`config.mk`:
```
export PLATFORM = sky130hd
export DESIGN_NAME = coffee_brew_ctrl_flat
export DESIGN_NICKNAME = d
export VERILOG_FILES = /design/src/rtl/coffee_brew_ctrl_if.sv /design/src/rtl/coffee_brew_ctrl.sv /design/src/flat_wrapper.sv
export SDC_FILE = /design/constraint.sdc
export NUM_CORES = 1
export LEC_CHECK = 0
export ABC_AREA = 1
export BUFFER_PORTS_ARGS = -buffer_cell sky130_fd_sc_hd__buf_2
export CORE_ASPECT_RATIO = 1.4
export CORE_MARGIN = 4
export CORE_UTILIZATION = 28
export CTS_BUF_LIST = sky130_fd_sc_hd__clkbuf_16
export DETAILED_ROUTE_END_ITERATION = 10
export HOLD_SLACK_MARGIN = 0.05
export PLACE_DENSITY_LB_ADDON = 0.1
export SLEW_MARGIN = 25
export SYNTH_ARGS = -nofsm -noshare
export SYNTH_HDL_FRONTEND = slang
export SYNTH_SLANG_ARGS = --single-unit
```
`constraint.sdc`:
```
create_clock -name clock -period 2.3 [get_ports clock]
set_input_delay 0 -clock clock [delete_from_list [all_inputs] [get_ports clock]]
set_output_delay 0 -clock clock [all_outputs]
set_load 0.05 [all_outputs]
```
`src/rtl/coffee_brew_ctrl_if.sv`:
```
// Signal bundle between the coffee brew controller and its environment.
// master drives the user/sensor inputs; slave is the controller.
interface coffee_brew_ctrl_if;
    // No valid/ready pairs here: coin, start and cancel are single-cycle
    // request pulses, sampled on the rising clock edge and never held or
    // back-pressured. cup_ok is a level. done and refund are single-cycle
    // result pulses, and refund_amt is valid while refund is high.
    logic       coin;
    logic [1:0] sel;
    logic       start;
    logic       cancel;
    logic       cup_ok;
    logic       heat;
    logic       pump;
    logic [3:0] credit;
    logic       done;
    logic       refund;
    logic [3:0] refund_amt;
    logic [2:0] state_reg;

    modport master (
        output coin, sel, start, cancel, cup_ok,
        input  heat, pump, credit, done, refund, refund_amt, state_reg
    );

    modport slave (
        input  coin, sel, start, cancel, cup_ok,
        output heat, pump, credit, done, refund, refund_amt, state_reg
    );
endinterface

```
`src/rtl/coffee_brew_ctrl.sv`:
```
// Coin-operated coffee brew controller: credit, preheat, timed pump, refund.
// Optional macro COFFEE_CUP_CHECK_EN pauses the pump while no cup is present.
module coffee_brew_ctrl #(
    parameter int PRICE     = 3,
    parameter int HEAT_CYC  = 8,
    parameter int SHORT_CYC = 10,
    parameter int LONG_CYC  = 20
) (
    input logic clock,
    input logic reset,
    coffee_brew_ctrl_if.slave bus
);
    localparam int CNT_MAX = (HEAT_CYC > LONG_CYC) ? HEAT_CYC : LONG_CYC;
    localparam int CW      = $clog2(CNT_MAX + 1);
    localparam logic [3:0] PRICE_V = 4'(PRICE);

`ifdef COFFEE_CUP_CHECK_EN
    localparam bit CUP_CHECK = 1'b1;
`else
    localparam bit CUP_CHECK = 1'b0;
`endif

    typedef enum logic [2:0] {
        IDLE   = 3'd0,
        CREDIT = 3'd1,
        HEAT   = 3'd2,
        BREW   = 3'd3,
        DONE   = 3'd4,
        REFUND = 3'd5
    } state_t;

    state_t        state;
    logic [CW-1:0] cnt;
    logic [1:0]    sel_q;
    logic [3:0]    credit;
    logic [3:0]    refund_amt;
    logic          heat, pump, done, refund;

    logic [3:0]    credit_add;
    logic [CW-1:0] brew_last;
    logic          sel_ok;
    logic          pump_want;

    assign credit_add = (bus.coin && credit != 4'hF) ? credit + 4'd1 : credit;
    assign brew_last  = (sel_q == 2'b10) ? CW'(LONG_CYC - 1) : CW'(SHORT_CYC - 1);
    assign sel_ok     = (bus.sel == 2'b01) || (bus.sel == 2'b10);
    // Without the cup check the pump never pauses, whatever cup_ok says.
    assign pump_want  = CUP_CHECK ? bus.cup_ok : 1'b1;

    always_ff @(posedge clock or posedge reset) begin
        if (reset) begin
            state      <= IDLE;
            cnt        <= '0;
            sel_q      <= 2'b00;
            credit     <= 4'd0;
            refund_amt <= 4'd0;
            heat       <= 1'b0;
            pump       <= 1'b0;
            done       <= 1'b0;
            refund     <= 1'b0;
        end else begin
            done   <= 1'b0;
            refund <= 1'b0;
            case (state)
                IDLE: begin
                    cnt <= '0;
                    if (bus.coin) begin
                        credit <= credit_add;
                        state  <= CREDIT;
                    end
                end
                CREDIT: begin
                    credit <= credit_add;
                    // Price check uses credit before this cycle's coin.
                    if (bus.cancel) begin
                        refund_amt <= credit_add;
                        credit     <= 4'd0;
                        refund     <= 1'b1;
                        state      <= REFUND;
                    end else if (bus.start && credit >= PRICE_V && sel_ok) begin
                        sel_q  <= bus.sel;
                        credit <= credit - PRICE_V + {3'b000, bus.coin};
                        heat   <= 1'b1;
                        cnt    <= '0;
                        state  <= HEAT;
                    end
                end
                HEAT: begin
                    credit <= credit_add;
                    if (cnt == CW'(HEAT_CYC - 1)) begin
                        cnt   <= '0;
                        pump  <= pump_want;
                        state <= BREW;
                    end else begin
                        cnt <= cnt + 1'b1;
                    end
                end
                BREW: begin
                    credit <= credit_add;
                    // The count only advances on cycles the pump actually ran.
                    if (!pump) begin
                        pump <= pump_want;
                    end else if (cnt == brew_last) begin
                        cnt   <= '0;
                        heat  <= 1'b0;
                        pump  <= 1'b0;
                        done  <= 1'b1;
                        state <= DONE;
                    end else begin
                        cnt  <= cnt + 1'b1;
                        pump <= pump_want;
                    end
                end
                DONE: begin
                    credit <= credit_add;
                    cnt    <= '0;
                    state  <= (credit_add != 4'd0) ? CREDIT : IDLE;
                end
                REFUND: begin
                    cnt   <= '0;
                    state <= IDLE;
                end
                default: begin
                    cnt   <= '0;
                    heat  <= 1'b0;
                    pump  <= 1'b0;
                    state <= IDLE;
                end
            endcase
        end
    end

    assign bus.heat       = heat;
    assign bus.pump       = pump;
    assign bus.credit     = credit;
    assign bus.done       = done;
    assign bus.refund     = refund;
    assign bus.refund_amt = refund_amt;
    assign bus.state_reg  = state;
endmodule

```
`src/flat_wrapper.sv`:
```
// flat-port wrapper written by rule: the top's interface ports become plain ports
module coffee_brew_ctrl_flat 
#(
    parameter int PRICE     = 3,
    parameter int HEAT_CYC  = 8,
    parameter int SHORT_CYC = 10,
    parameter int LONG_CYC  = 20
)
  (clock, reset, bus_coin, bus_sel, bus_start, bus_cancel, bus_cup_ok, bus_heat, bus_pump, bus_credit, bus_done, bus_refund, bus_refund_amt, bus_state_reg);
  coffee_brew_ctrl_if bus_i ();
  input logic clock;
  input logic reset;
  input wire logic [$bits(bus_i.coin)-1:0] bus_coin;
  input wire logic [$bits(bus_i.sel)-1:0] bus_sel;
  input wire logic [$bits(bus_i.start)-1:0] bus_start;
  input wire logic [$bits(bus_i.cancel)-1:0] bus_cancel;
  input wire logic [$bits(bus_i.cup_ok)-1:0] bus_cup_ok;
  output wire logic [$bits(bus_i.heat)-1:0] bus_heat;
  output wire logic [$bits(bus_i.pump)-1:0] bus_pump;
  output wire logic [$bits(bus_i.credit)-1:0] bus_credit;
  output wire logic [$bits(bus_i.done)-1:0] bus_done;
  output wire logic [$bits(bus_i.refund)-1:0] bus_refund;
  output wire logic [$bits(bus_i.refund_amt)-1:0] bus_refund_amt;
  output wire logic [$bits(bus_i.state_reg)-1:0] bus_state_reg;
  assign bus_i.coin = bus_coin;
  assign bus_i.sel = bus_sel;
  assign bus_i.start = bus_start;
  assign bus_i.cancel = bus_cancel;
  assign bus_i.cup_ok = bus_cup_ok;
  assign bus_heat = bus_i.heat;
  assign bus_pump = bus_i.pump;
  assign bus_credit = bus_i.credit;
  assign bus_done = bus_i.done;
  assign bus_refund = bus_i.refund;
  assign bus_refund_amt = bus_i.refund_amt;
  assign bus_state_reg = bus_i.state_reg;
  coffee_brew_ctrl #(.PRICE(PRICE), .HEAT_CYC(HEAT_CYC), .SHORT_CYC(SHORT_CYC), .LONG_CYC(LONG_CYC)) u_core (.clock(clock), .reset(reset), .bus(bus_i));
endmodule
```
==> metrics.md, run 1 <==
| Metric | Value |
|---|---|
| Outcome | finished, final reports clean |
| Post-synth net total | 196 |
| Antenna violations before repair | 0 |
| Ant diodes | 0 |
| Area used by multi-input combinational logic | 741 sq um |
| Max Fanout on Critical Path | 8 |
| First-pass detailed-route iteration total | 4 |
| Most frequent cells in the layout | 53 x nand2_1, 22 x dfrtp_1, 21 x buf_2 |
| Total of max-cap violations | 0 |
| Most common cell after layout, fill and taps aside | nand2_1 |
| Post-synthesis cell area | 1390 sq um |
| Area growth, synth to finish | 20.0% |
| Synth area leaders | dfrtp_1 40%, nand2_1 14%, nor2_1 4.3% |
| Number of clock sinks seen by CTS | 22 |
| Worst-case setup margin in the final layout | between 0.6 and 0.7 ns |
| Final min period | ~1.7 ns |
| Setup skew after layout | between 0.001 and 0.0015 ns |
| Max-slew violation count | 0 |
| Vias in the first global route | roughly 1300 |
| Part of the Yosys area used for sequential elements | approximately 40% |
| Antenna viol nets, final | 0 |
| Post-layout power | roughly 0.0026 W |
| Endpoint kind of the worst setup timing path | flip-flop |
| Area share of the leading cell type in the synthesized netlist | roughly 40% |
| Avg Cell Area, Syn | between 7 and 8 sq um |
| CTS clock-pin slew for the worst setup and hold paths | roughly 0.06 ns |
| Count of buffers inserted at the top-level ports | 21 |
| Class of the tightest hold or removal check | in2reg |
| Yosys reg bits | 22 |
| Count of buffers added by post-CTS timing repair for setup | 0 |
| Initial DRC Count | between 50 and 60 |
| Layout fillers | ~560 |
| Critical Path Start Type | flip-flop |
| Register-to-Register Path Depth | 10 |
| Synthesized instance count | ~180 |
| Total number of nets in the final design | about 220 |
| Final number of hold-violating endpoints | 0 |
| Cell type with the highest aggregate area in the netlist | dfrtp_1 |
| Slew HR | about two fifths |
| Number of flip-flops in the largest register | 5 |
| Pin count of the biggest net entering global routing | 23 |
| Synth cell types | 28 |
| Critical Setup Path Class | reg2reg |
| Core footprint | 4800 sq um |
| Root buffer selected by CTS | clkbuf_16 |
| Pwr Density | between 1500 and 2000 nW/um^2 |
| Average wire per standard cell | around 12 um |
| DP Worst Slack | about 0.63 ns |
| Combined global-route utilization of all metal layers | 12.1% |
| TritonCTS clock tree | yes |
| Share of layout cells above drive strength 1 | 26.2% |
| Final setup violating endpoints | 0 |
| Maximum level of the CTS H-tree | 1 |
| Worst setup endpoint | u_core.bus.heat |
| Worst Tran Pin Value | between 0.8 and 0.9 ns |
| Final worst-path cycle share | 72.1% |
| IO Pins | 23 |
| Worst reg2reg startpoint | u_core.bus.credit[1] |
| Leak Pwr | ~0.85 nW |
| CTS hold repair buffers | 2 |
| Largest registers ranked by flip-flop count | u_core.cnt (5), u_core.bus.credit (4), u_core.bus.refund_amt (4) |
| Critical Path Start | u_core.bus.credit[1] |
| Count of unresolved DRC violations after routing | 0 |
| Max VDD drop | 0.732 mV |
| Startpoint of the most critical hold path | bus_coin |
| Cell row count | 30 |
| Aggregate global routing overflow | 0 |
| Area of the die | 6150 sq um |
| Critical Path RT | between 2 and 2.5 ns |
| Final Routed Wirelength | between 3000 and 4000 um |
| RSZ-0062 raised after global routing | false |
| Initial cell density of the core | between 20% and 30% |
| YS warnings | 0 |
| First-pass GRT wire length | a little under 6000 um |
| Number of buffers on the longest clock path | 2 |
| Arrival time at the worst endpoint | between 1.5 and 2 ns |
| Reg2Reg Capture Point | u_core.bus.heat |
| Die width | between 60 and 70 um |
| Register containing the most flip-flops in the final layout | u_core.cnt |
| Clock buffer count from CTS | 3 |
| Detailed placement HPWL | around 2600 um |
| Count of cells resized by post-cts repair | 0 |
| Clock Latency Late Sink | 0.25 ns |
| Final weighted congestion in routability-driven placement | between 0.8 and 0.9 |
| Floorplan die height | ~91 um |
| Seq. cell area | 551 sq um |
| Via-per-instance ratio | between 4 and 5 |
| Vias after detailed routing | 1218 |
| Maximum operating frequency | between 0.6 and 0.7 GHz |
| Register-to-Register Setup Slack | approximately 0.64 ns |
| Accumulated negative setup slack | 0 ns |
-- routing by layer --
metal	vias up	routed length, um	global-route usage, %
met5	-	0	0
met4	0	26	4.06
met3	2	74	1.49
met2	16	1650	20.7
met1	551	1520	15.1
li1	649	-	-
-- report_power, final --
group	switching (W)	leakage [nW]	total [W]	internal [W]
Combinational	0.00111	0.523	0.00154	0.000431
Clock	0.000143	0.0385	0.000375	0.000232
Sequential	0.000164	0.285	0.000697	0.000533
-- critical path: stages (launching register included) --
cell,delay (ns)
dfrtp_1,0.46
ha_1,0.23
inv_1,0.06
nand3_1,0.15
nand2_1,0.11
nand2_1,0.09
nand3_2,0.13
inv_4,0.14
nand3_2,0.07
nand2_1,0.06
nand2_1,0.04
-- worst min-delay path by stage --
stage | to | slack [ns] | cells after the start
after floorplan | u_core.bus.credit[0] | -0.01 | 1
after CTS | u_core.bus.refund_amt[1] | 0.10 | 3
after global placement | u_core.bus.heat | 0.25 | 2
after global routing | u_core.bus.refund_amt[1] | 0.13 | 3
after detailed placement | u_core.sel_q[1] | 0.25 | 2
final | u_core.bus.refund_amt[1] | 0.1 | 3
-- stage by stage --
step | hold WS [ns] | area [sq um] | instances | utilization (%)
final | 0.0983 | 1660 | 274 | 34.6
after global placement | 0.253 | 1560 | 268 | 32.5
after CTS | 0.102 | 1660 | 274 | 34.6
after detailed placement | 0.247 | 1560 | 268 | 32.5
after floorplan | -0.0108 | 1390 | 184 | -
after global routing | 0.131 | 1660 | 274 | 34.6
-- synthesized netlist by cell type (all sizes together) --
| library cell | number |
|---|---|
| xor2 | 2 |
| a31oi | 4 |
| a21oi | 6 |
| o21ai | 14 |
| o31ai | 1 |
| clkinv | 1 |
| inv | 21 |
| and2 | 1 |
| nor3 | 2 |
| dfrtp | 22 |
| nand3 | 14 |
| a22oi | 1 |
| ha | 4 |
| nand2 | 62 |
| or2 | 1 |
| nand4 | 3 |
| nor2 | 22 |
| buf | 1 |
| o21a | 2 |
-- cell families (layout without fill, tap and decap cells) --
family                   Yosys count  in the layout  share of synthesized area [%]
flip-flops                        22             22                           39.7
buffers and inverters             23             49                           6.78
AND/OR/NAND/NOR                  105            105                           36.4
XOR/XNOR                           2              2                           1.26
adder cells (fa/ha/maj)            4              4                           3.61
AO/OA/AOI/OAI                     28             28                           12.2
-- layout make-up --
type                       count  area share (%)
clock inverter                 1           0.226
timing repair buffer          23            7.53
multi-input combinational    139            44.6
inverter                      22            5.20
tap                           64            4.82
sequential                    22            33.1
clock buffer                   3            4.52
(Power assumes the default switching activity.)
==> run 2, diff against run 1 <==
Settings changed: ABC_AREA 1 to 0.
Clock period 2.3 ns to 1.35 ns, I/O delays scaled along.
==> run 2 against run 1 <==
  * The flow now finishes with violations (setup timing)
  * Clock-buffer cell count stayed put
  * Power is 97% higher
  * Core utilization is 12 points higher
  * Sequential share of layout area is 8.6 points lower
  * Via count is 13% higher
  * Global-route usage is 2.2 points higher
  * Fmax is 11% lower
  * Non-clock buffer count is 53 higher
  * Synthesized cell count is 19% lower
  * Design area is 38% higher
  * Highest routed layer unchanged
==> metrics.md, run 2 <==
| Metric | Value |
|---|---|
| Combined global-route utilization of all metal layers | 14.2% (+2.2 points) |
| Area share of the leading cell type in the synthesized netlist | 38.9% (-0.88 points) |
| Part of the Yosys area used for sequential elements | 38.9% (-0.88 points) |
| Ant diodes | 0 (unchanged) |
| Clock buffer count from CTS | 3 (unchanged) |
| Count of buffers inserted at the top-level ports | 21 (unchanged) |
| Area of the die | 6280 sq um (+2.0%) |
| Critical Path Start Type | flip-flop |
| Antenna viol nets, final | 0 (unchanged) |
| Endpoint kind of the worst setup timing path | flip-flop |
| Fraction of synthesis flops using an asynchronous set or reset pin | 100% (unchanged) |
| Post-synth top cells | 22 x dfrtp_1, 15 x nand2_1, 13 x inv_1 |
| Critical-path cell list | ha_4, o31a_1, nor3b_4, a221oi_4, buf_4, a21oi_2, o22ai_1 |
| Root buffer selected by CTS | clkbuf_16 |
| Leak Pwr | 1.10 nW (+29%) |
| Cell family contributing the most delay on the critical path | compound AO/OA/AOI/OAI gates |
| IO Pins | 23 (unchanged) |
| Slowest stage delay, CP | 0.49 ns (+0.03 ns) |
| Post-synth net total | 161 (-18%) |
| Buffer and inverter count on the worst path | 1 (-1) |
| Synth cell types | 49 (+75%) |
| Total number of nets in the final design | 234 (+4.9%) |
| Initial DRC Count | 41 (-25%) |
| Accumulated negative setup slack | -6.08 ns (-6.08 ns) |
| Max-slew violation count | 0 (unchanged) |
| Final Routed Wirelength | 4190 um (+28%) |
| Antenna violations before repair | 0 (unchanged) |
| Master of the slowest instance on the critical path | dfrtp_4 |
| Most frequent cells in the layout | 42 x buf_4, 21 x buf_2, 15 x dfrtp_1 |
| TritonCTS clock tree | yes |
| Pin count of the biggest net entering global routing | 23 (unchanged) |
| Final worst-path cycle share | 138% (+66 points) |
| Violated checks | setup timing |
| Final setup violating endpoints | 21 (+21) |
| Dominant register cell in the synthesized netlist | dfrtp_1 |
| Setup skew after layout | 0.00267 ns (+0.00159 ns) |
| Total of max-cap violations | 0 (unchanged) |
| Largest registers ranked by flip-flop count | u_core.cnt (5), u_core.bus.credit (4), u_core.bus.refund_amt (4) |
| Layout fillers | 498 (-10%) |
| Final min period | 1.86 ns (+0.205 ns) |
| Critical Setup Path Class | reg2reg |
| Number of buffers on the longest clock path | 2 (unchanged) |
| EDFF count, synth | 0 (unchanged) |
| Final weighted congestion in routability-driven placement | 0.831 (+2.3%) |
| Average wire per standard cell | 14.7 um (+23%) |
| Detailed placement HPWL | 3110 um (+20%) |
| Core footprint | 4880 sq um (+1.6%) |
| Outcome | finished with violations |
| Initial cell density of the core | 29.0% (+0.20 points) |
| Critical Path RT | 1.52 ns (-0.93 ns) |
| Die width | 68.1 um (+0.99%) |
| Floorplan die height | 92.2 um (+1.0%) |
| Cell type with the highest aggregate area in the netlist | dfrtp_1 |
| Worst Tran Pin Value | 0.425 ns (-0.462 ns) |
| Placed instance count | 270 (+0.75%) |
| Maximum operating frequency | 0.537 GHz (-11%) |
| Standard cell area after detailed placement | 1910 sq um (+22%) |
| CTS clock-pin slew for the worst setup and hold paths | 0.06 ns (about the same) |
| Yosys reg bits | 22 (unchanged) |
| Final core area utilization | 47.0% (+12 points) |
| Avg Cell Area, Syn | 9.51 sq um (+26%) |
| Worst-case setup margin in the final layout | -0.513 ns (-1.16 ns) |
| Pwr Density | 2240 nW/um^2 (+43%) |
| Vias in the first global route | 1464 (+16%) |
| Post-layout power | 0.00515 W (+97%) |
| Via-per-instance ratio | 4.81 (+8.2%) |
| Seq. cell area | 562 sq um (+2.0%) |
| Critical Path Start | u_core.bus.credit[0] |
| Max Fanout on Critical Path | 5 (-3) |
| Area growth, synth to finish | 61.9% |
| Worst reg2reg startpoint | u_core.bus.credit[0] |
| Vias after detailed routing | 1371 (+13%) |
| Register containing the most flip-flops in the final layout | u_core.cnt |
| YS warnings | 0 (unchanged) |
| Area used by multi-input combinational logic | 960 sq um (+30%) |
| First-pass GRT wire length | 6600 um (+14%) |
| Startpoint of the most critical hold path | bus_sel[0] |
| Final number of hold-violating endpoints | 0 (unchanged) |
| Count of unresolved DRC violations after routing | 0 (unchanged) |
| Synth area leaders | dfrtp_1 39%, o21ai_0 4.2%, nand2_1 4.0% |
| Share of layout cells above drive strength 1 | 57.0% (+31 points) |
| Arrival time at the worst endpoint | 2.04 ns (+0.24 ns) |
| Final std cells w/o fill | 285 (+4.0%) |
| Slew HR | 71.5% (+31 points) |
| Post-route cell area | 2290 sq um (+38%) |
| Max VDD drop | 0.709 mV (-3.2%) |
| Cell row count | 30 (unchanged) |
| Class of the tightest hold or removal check | in2reg |
| Number of clock sinks seen by CTS | 22 (unchanged) |
| Most common cell after layout, fill and taps aside | buf_4 |
| Number of flip-flops in the largest register | 5 (unchanged) |
| Synthesized instance count | 149 (-19%) |
| RSZ-0062 raised after global routing | true |
| Cell with the most instances after synthesis | dfrtp_1 |
| Maximum level of the CTS H-tree | 1 (unchanged) |
| Clock Latency Late Sink | 0.26 ns (about the same) |
| Aggregate global routing overflow | 0 (unchanged) |
| First-pass detailed-route iteration total | 3 (-1) |
| Post-synthesis cell area | 1420 sq um (+2.3%) |
run 2: cell count changes after synthesis, moves of 5 or more:
cell      delta
nand2_1     -38
mux2i_1      +5
nand2b_1     +6
inv_2        -5
nand2_2      -9
o21ai_1      -5
nand3_1      -6
nor2_1      -10
run 2: area by class of cell:
cell class / instances / area share [%]
clock buffers: 3 / 3.27
clock inverters: 1 / 0.164
inverters: 13 / 2.13
multi-input cells: 106 / 41.8
flip-flops and latches: 22 / 24.5
well taps: 64 / 3.49
repair buffers: 76 / 24.6
run 2: tightest hold or removal path, delay by kind of cell:
kind | cells | cell delay (ns)
buffers and inverters | 2 | 0.19
muxes | 1 | 0.13
run 2: layer usage:
layer	routed length (um)	global-route usage [%]	up-vias	share of wire, %
li1	-	-	675	-
met1	1500	14.1	676	36
met2	2520	27.5	16	60
met3	110	2.08	4	2.6
met4	64	5.97	0	1.5
met5	0	0	-	0
run 2: where the power goes:
group	total, W	leakage (nW)	switching, W	internal (W)
registers	0.00104	0.277	0.000146	0.000898
logic	0.00347	0.781	0.00194	0.00153
clock network	0.000637	0.0385	0.000241	0.000396
total	0.00515	1.10	0.00233	0.00282
run 2: metrics by stage:
stage / hold slack [ns] / worst slack (ns)
after floorplan: -0.0112 / -0.549
after global placement: 0.0564 / -0.463
after detailed placement: 0.0666 / -0.517
after CTS: 0.0989 / -0.505
after global routing: 0.110 / -0.587
final: 0.0961 / -0.513
run 2: logic make-up (layout without fill, tap and decap cells):
kind of cell | after synthesis | after routing | synth area share (%)
DFF | 22 | 22 | 38.9
muxes | 8 | 8 | 5.92
adders and majority gates | 4 | 4 | 3.53
xor gates and xnor gates | 2 | 2 | 1.24
and+or+nand+nor | 56 | 56 | 23.0
AOI/OAI and AO/OA | 36 | 36 | 19.2
buffers and inverters | 21 | 93 | 8.30
run 2: worst paths after layout:
check | end | slack [ns] | cells past startpoint
min in group asynchronous | u_core.sel_q[0] | 0.33 | 4
setup reg to reg | u_core.cnt[3] | -0.51 | 7
max in group asynchronous | u_core.bus.credit[0] | 0.76 | 4
hold reg to reg | u_core.bus.refund_amt[2] | 0.47 | 2
setup / recovery | u_core.cnt[3] | -0.51 | 7
hold / removal | u_core.sel_q[0] | 0.1 | 3
run 2: repair_timing:
item / CTS / global route
gates resized for setup: 35 / 16
endpoints found under the hold margin: 23 / 0
pin swaps: 12 / 8
hold buffers: 2 / 0
setup endpoints to repair: 21 / 21
setup buffers: 7 / 6
==> run 3, diff against run 2 <==
Settings changed: SKIP_CTS_REPAIR_TIMING from default to 1.
==> run 3 against run 2 <==
  * The run still ends with setup timing left
  * Worst hold slack gained 0.0043 ns
  * Fmax is essentially flat
  * Wire length shrank 4.7%
  * Clock-buffer cell count is the same
  * Critical path depth shrank 1
  * Worst setup slack lost 0.00067 ns
  * Die area is the same
  * Power shrank 5.1%
  * Sequential share of layout area grew 1.6 points
  * Clock power shrank 0.8%
  * Cell count shrank 2.1%
  * Via count shrank 3.5%
  * Critical endpoint is now u_core.cnt[0]
  * Highest routed layer unchanged
==> metrics.md, run 3 (synthesis results as in run 2) <==
| Metric | Value |
|---|---|
| Outcome | finished with violations |
| Violated checks | setup timing |
| Pin count of the biggest net entering global routing | 23 (unchanged) |
| Clock buffer count from CTS | 3 (unchanged) |
| Endpoint kind of the worst setup timing path | flip-flop |
| Number of clock sinks seen by CTS | 22 (unchanged) |
| Most frequent cells in the layout | 43 x buf_4, 21 x buf_2, 15 x dfrtp_1 |
| Number of flip-flops in the largest register | 5 (unchanged) |
| Vias in the first global route | 1355 (-7.4%) |
| Area of the die | 6280 sq um (unchanged) |
| Cell row count | 30 (unchanged) |
| Layout fillers | 505 (+1.4%) |
| Area used by multi-input combinational logic | 891 sq um (-7.2%) |
| Arrival time at the worst endpoint | 2.00 ns (-0.04 ns) |
| Antenna violations before repair | 0 (unchanged) |
| Final weighted congestion in routability-driven placement | 0.831 (unchanged) |
| Core footprint | 4880 sq um (unchanged) |
| Detailed placement HPWL | 3110 um (unchanged) |
| Count of unresolved DRC violations after routing | 0 (unchanged) |
| Critical Path Start Type | flip-flop |
| Slew HR | 70.8% (-0.64 points) |
| Critical Setup Path Class | reg2reg |
| Register containing the most flip-flops in the final layout | u_core.cnt |
| Number of buffers on the longest clock path | 2 (unchanged) |
| Part of the total power dissipated in combinational logic | 65.7% (-1.7 points) |
| IO Pins | 23 (unchanged) |
| Met1 track demand over resource in global routing | 13.0% (-1.1 points) |
| Via-per-instance ratio | 4.74 (-1.4%) |
| Total of max-cap violations | 0 (unchanged) |
| Antenna viol nets, final | 0 (unchanged) |
| Post-route worst hold slack | 0.100 ns (+0.00426 ns) |
| Class of the tightest hold or removal check | in2reg |
| Ant diodes | 0 (unchanged) |
| Total number of nets in the final design | 228 (-2.6%) |
| RSZ-0062 raised after global routing | true |
| Final setup violating endpoints | 21 (unchanged) |
| Global-route track usage on met3 | 2.08% (unchanged) |
| Final min period | 1.86 ns (+0.000670 ns) |
| Critical Path RT | 1.49 ns (-0.03 ns) |
| Final std cells w/o fill | 279 (-2.1%) |
| Share of power burned in the clock network | 12.9% (+0.5 points) |
| Combined global-route utilization of all metal layers | 13.0% (-1.2 points) |
| Final number of hold-violating endpoints | 0 (unchanged) |
| Worst Tran Pin Value | 0.434 ns (+0.00947 ns) |
| Max VDD drop | 0.663 mV (-6.6%) |
| Seq. cell area | 562 sq um (unchanged) |
| Vias after detailed routing | 1323 (-3.5%) |
| Final core area utilization | 44.1% (-2.9 points) |
| First-pass GRT wire length | 6050 um (-8.4%) |
| Share of layout cells above drive strength 1 | 50.7% (-6.3 points) |
| Average wire per standard cell | 14.3 um (-2.7%) |
| Sw Share | 45.2% (-0.075 points) |
| Aggregate global routing overflow | 0 (unchanged) |
| Clock Latency Late Sink | 0.26 ns (about the same) |
| Final Routed Wirelength | 3990 um (-4.7%) |
| Most common cell after layout, fill and taps aside | buf_4 |
| Final worst-path cycle share | 138% (about the same) |
| Max Fanout on Critical Path | 6 (+1) |
| Initial DRC Count | 27 (-34%) |
| Setup skew after layout | 0.00323 ns (+0.000563 ns) |
| Pwr Density | 2270 nW/um^2 (+1.1%) |
| Largest registers ranked by flip-flop count | u_core.cnt (5), u_core.bus.credit (4), u_core.bus.refund_amt (4) |
| M2 GR Usage | 24.1% (-3.5 points) |
| Initial cell density of the core | 29.0% (unchanged) |
| CTS clock-pin slew for the worst setup and hold paths | 0.06 ns (about the same) |
| Floorplan die height | 92.2 um (unchanged) |
| Internal portion of total power | 0.00268 W (-4.9%) |
| Global route hottest layer | met2 |
| Die width | 68.1 um (unchanged) |
| Count of buffers inserted at the top-level ports | 21 (unchanged) |
| Net switching power | 0.00221 W (-5.2%) |
| First-pass detailed-route iteration total | 2 (-1) |
| Leak Pwr | 1.05 nW (-4.5%) |
| TritonCTS clock tree | yes |
| Proportion of power drawn by flip-flops and latches | 21.4% (+1.1 points) |
| Area growth, synth to finish | 52.0% |
| Max-slew violation count | 0 (unchanged) |
| Root buffer selected by CTS | clkbuf_16 |
| Worst-case setup margin in the final layout | -0.514 ns (-0.000670 ns) |
| Maximum operating frequency | 0.536 GHz (about the same) |
| Placed instance count | 270 (unchanged) |
| Maximum level of the CTS H-tree | 1 (unchanged) |
run 3: critical path, stage by stage (launching register included):
cell and delay, ns:
dfrtp_4 0.49, ha_4 0.16, o31a_1 0.25, nor3b_4 0.17
a221oi_4 0.37, nand2b_4 0.22, o31ai_1 0.08
run 3: layout make-up:
class	count	area share, %
sequential	22	26.1
clock inverter	1	0.174
multi-input combinational	106	41.4
tap	64	3.72
inverter	13	2.27
clock buffer	3	3.49
timing repair buffer	70	22.9
run 3: per-stage QoR:
stage / total power [W] / setup WS [ns] / TNS [ns] / area (sq um)
after global routing: 0.00520 / -0.585 / -7.06 / 2150
after CTS: 0.00461 / -0.526 / -6.03 / 1990
after detailed placement: 0.00396 / -0.517 / -5.77 / 1910
after global placement: 0.00393 / -0.463 / -5.43 / 1910
final: 0.00489 / -0.514 / -5.51 / 2150
after floorplan: 0.00301 / -0.549 / -6.99 / 1470
run 3: power by group through the flow:
stage	Combinational, W	Clock, W	Sequential [W]
after floorplan	0.00131	0	0.00170
after global placement	0.00288	0	0.00105
after detailed placement	0.00290	0	0.00106
after CTS	0.00292	0.000649	0.00104
after global routing	0.00345	0.000679	0.00107
final	0.00321	0.000632	0.00105
run 3: final timing paths:
kind | startpoint | endpoint | slack (ns) | cells after the start
max in group asynchronous | reset | u_core.bus.credit[0] | 0.75 | 4
hold / removal | bus_sel[0] | u_core.sel_q[0] | 0.10 | 3
min in group asynchronous | reset | u_core.sel_q[1] | 0.33 | 4
setup reg to reg | u_core.bus.credit[0] | u_core.cnt[0] | -0.51 | 6
hold reg to reg | u_core.bus.heat | u_core.bus.heat | 0.48 | 1
setup / recovery | u_core.bus.credit[0] | u_core.cnt[0] | -0.51 | 6
run 3: routing by layer:
layer,share of wire [%],vias up
met5,0,-
met2,57,21
met4,3.2,0
met1,37,627
met3,2.8,11
li1,-,664
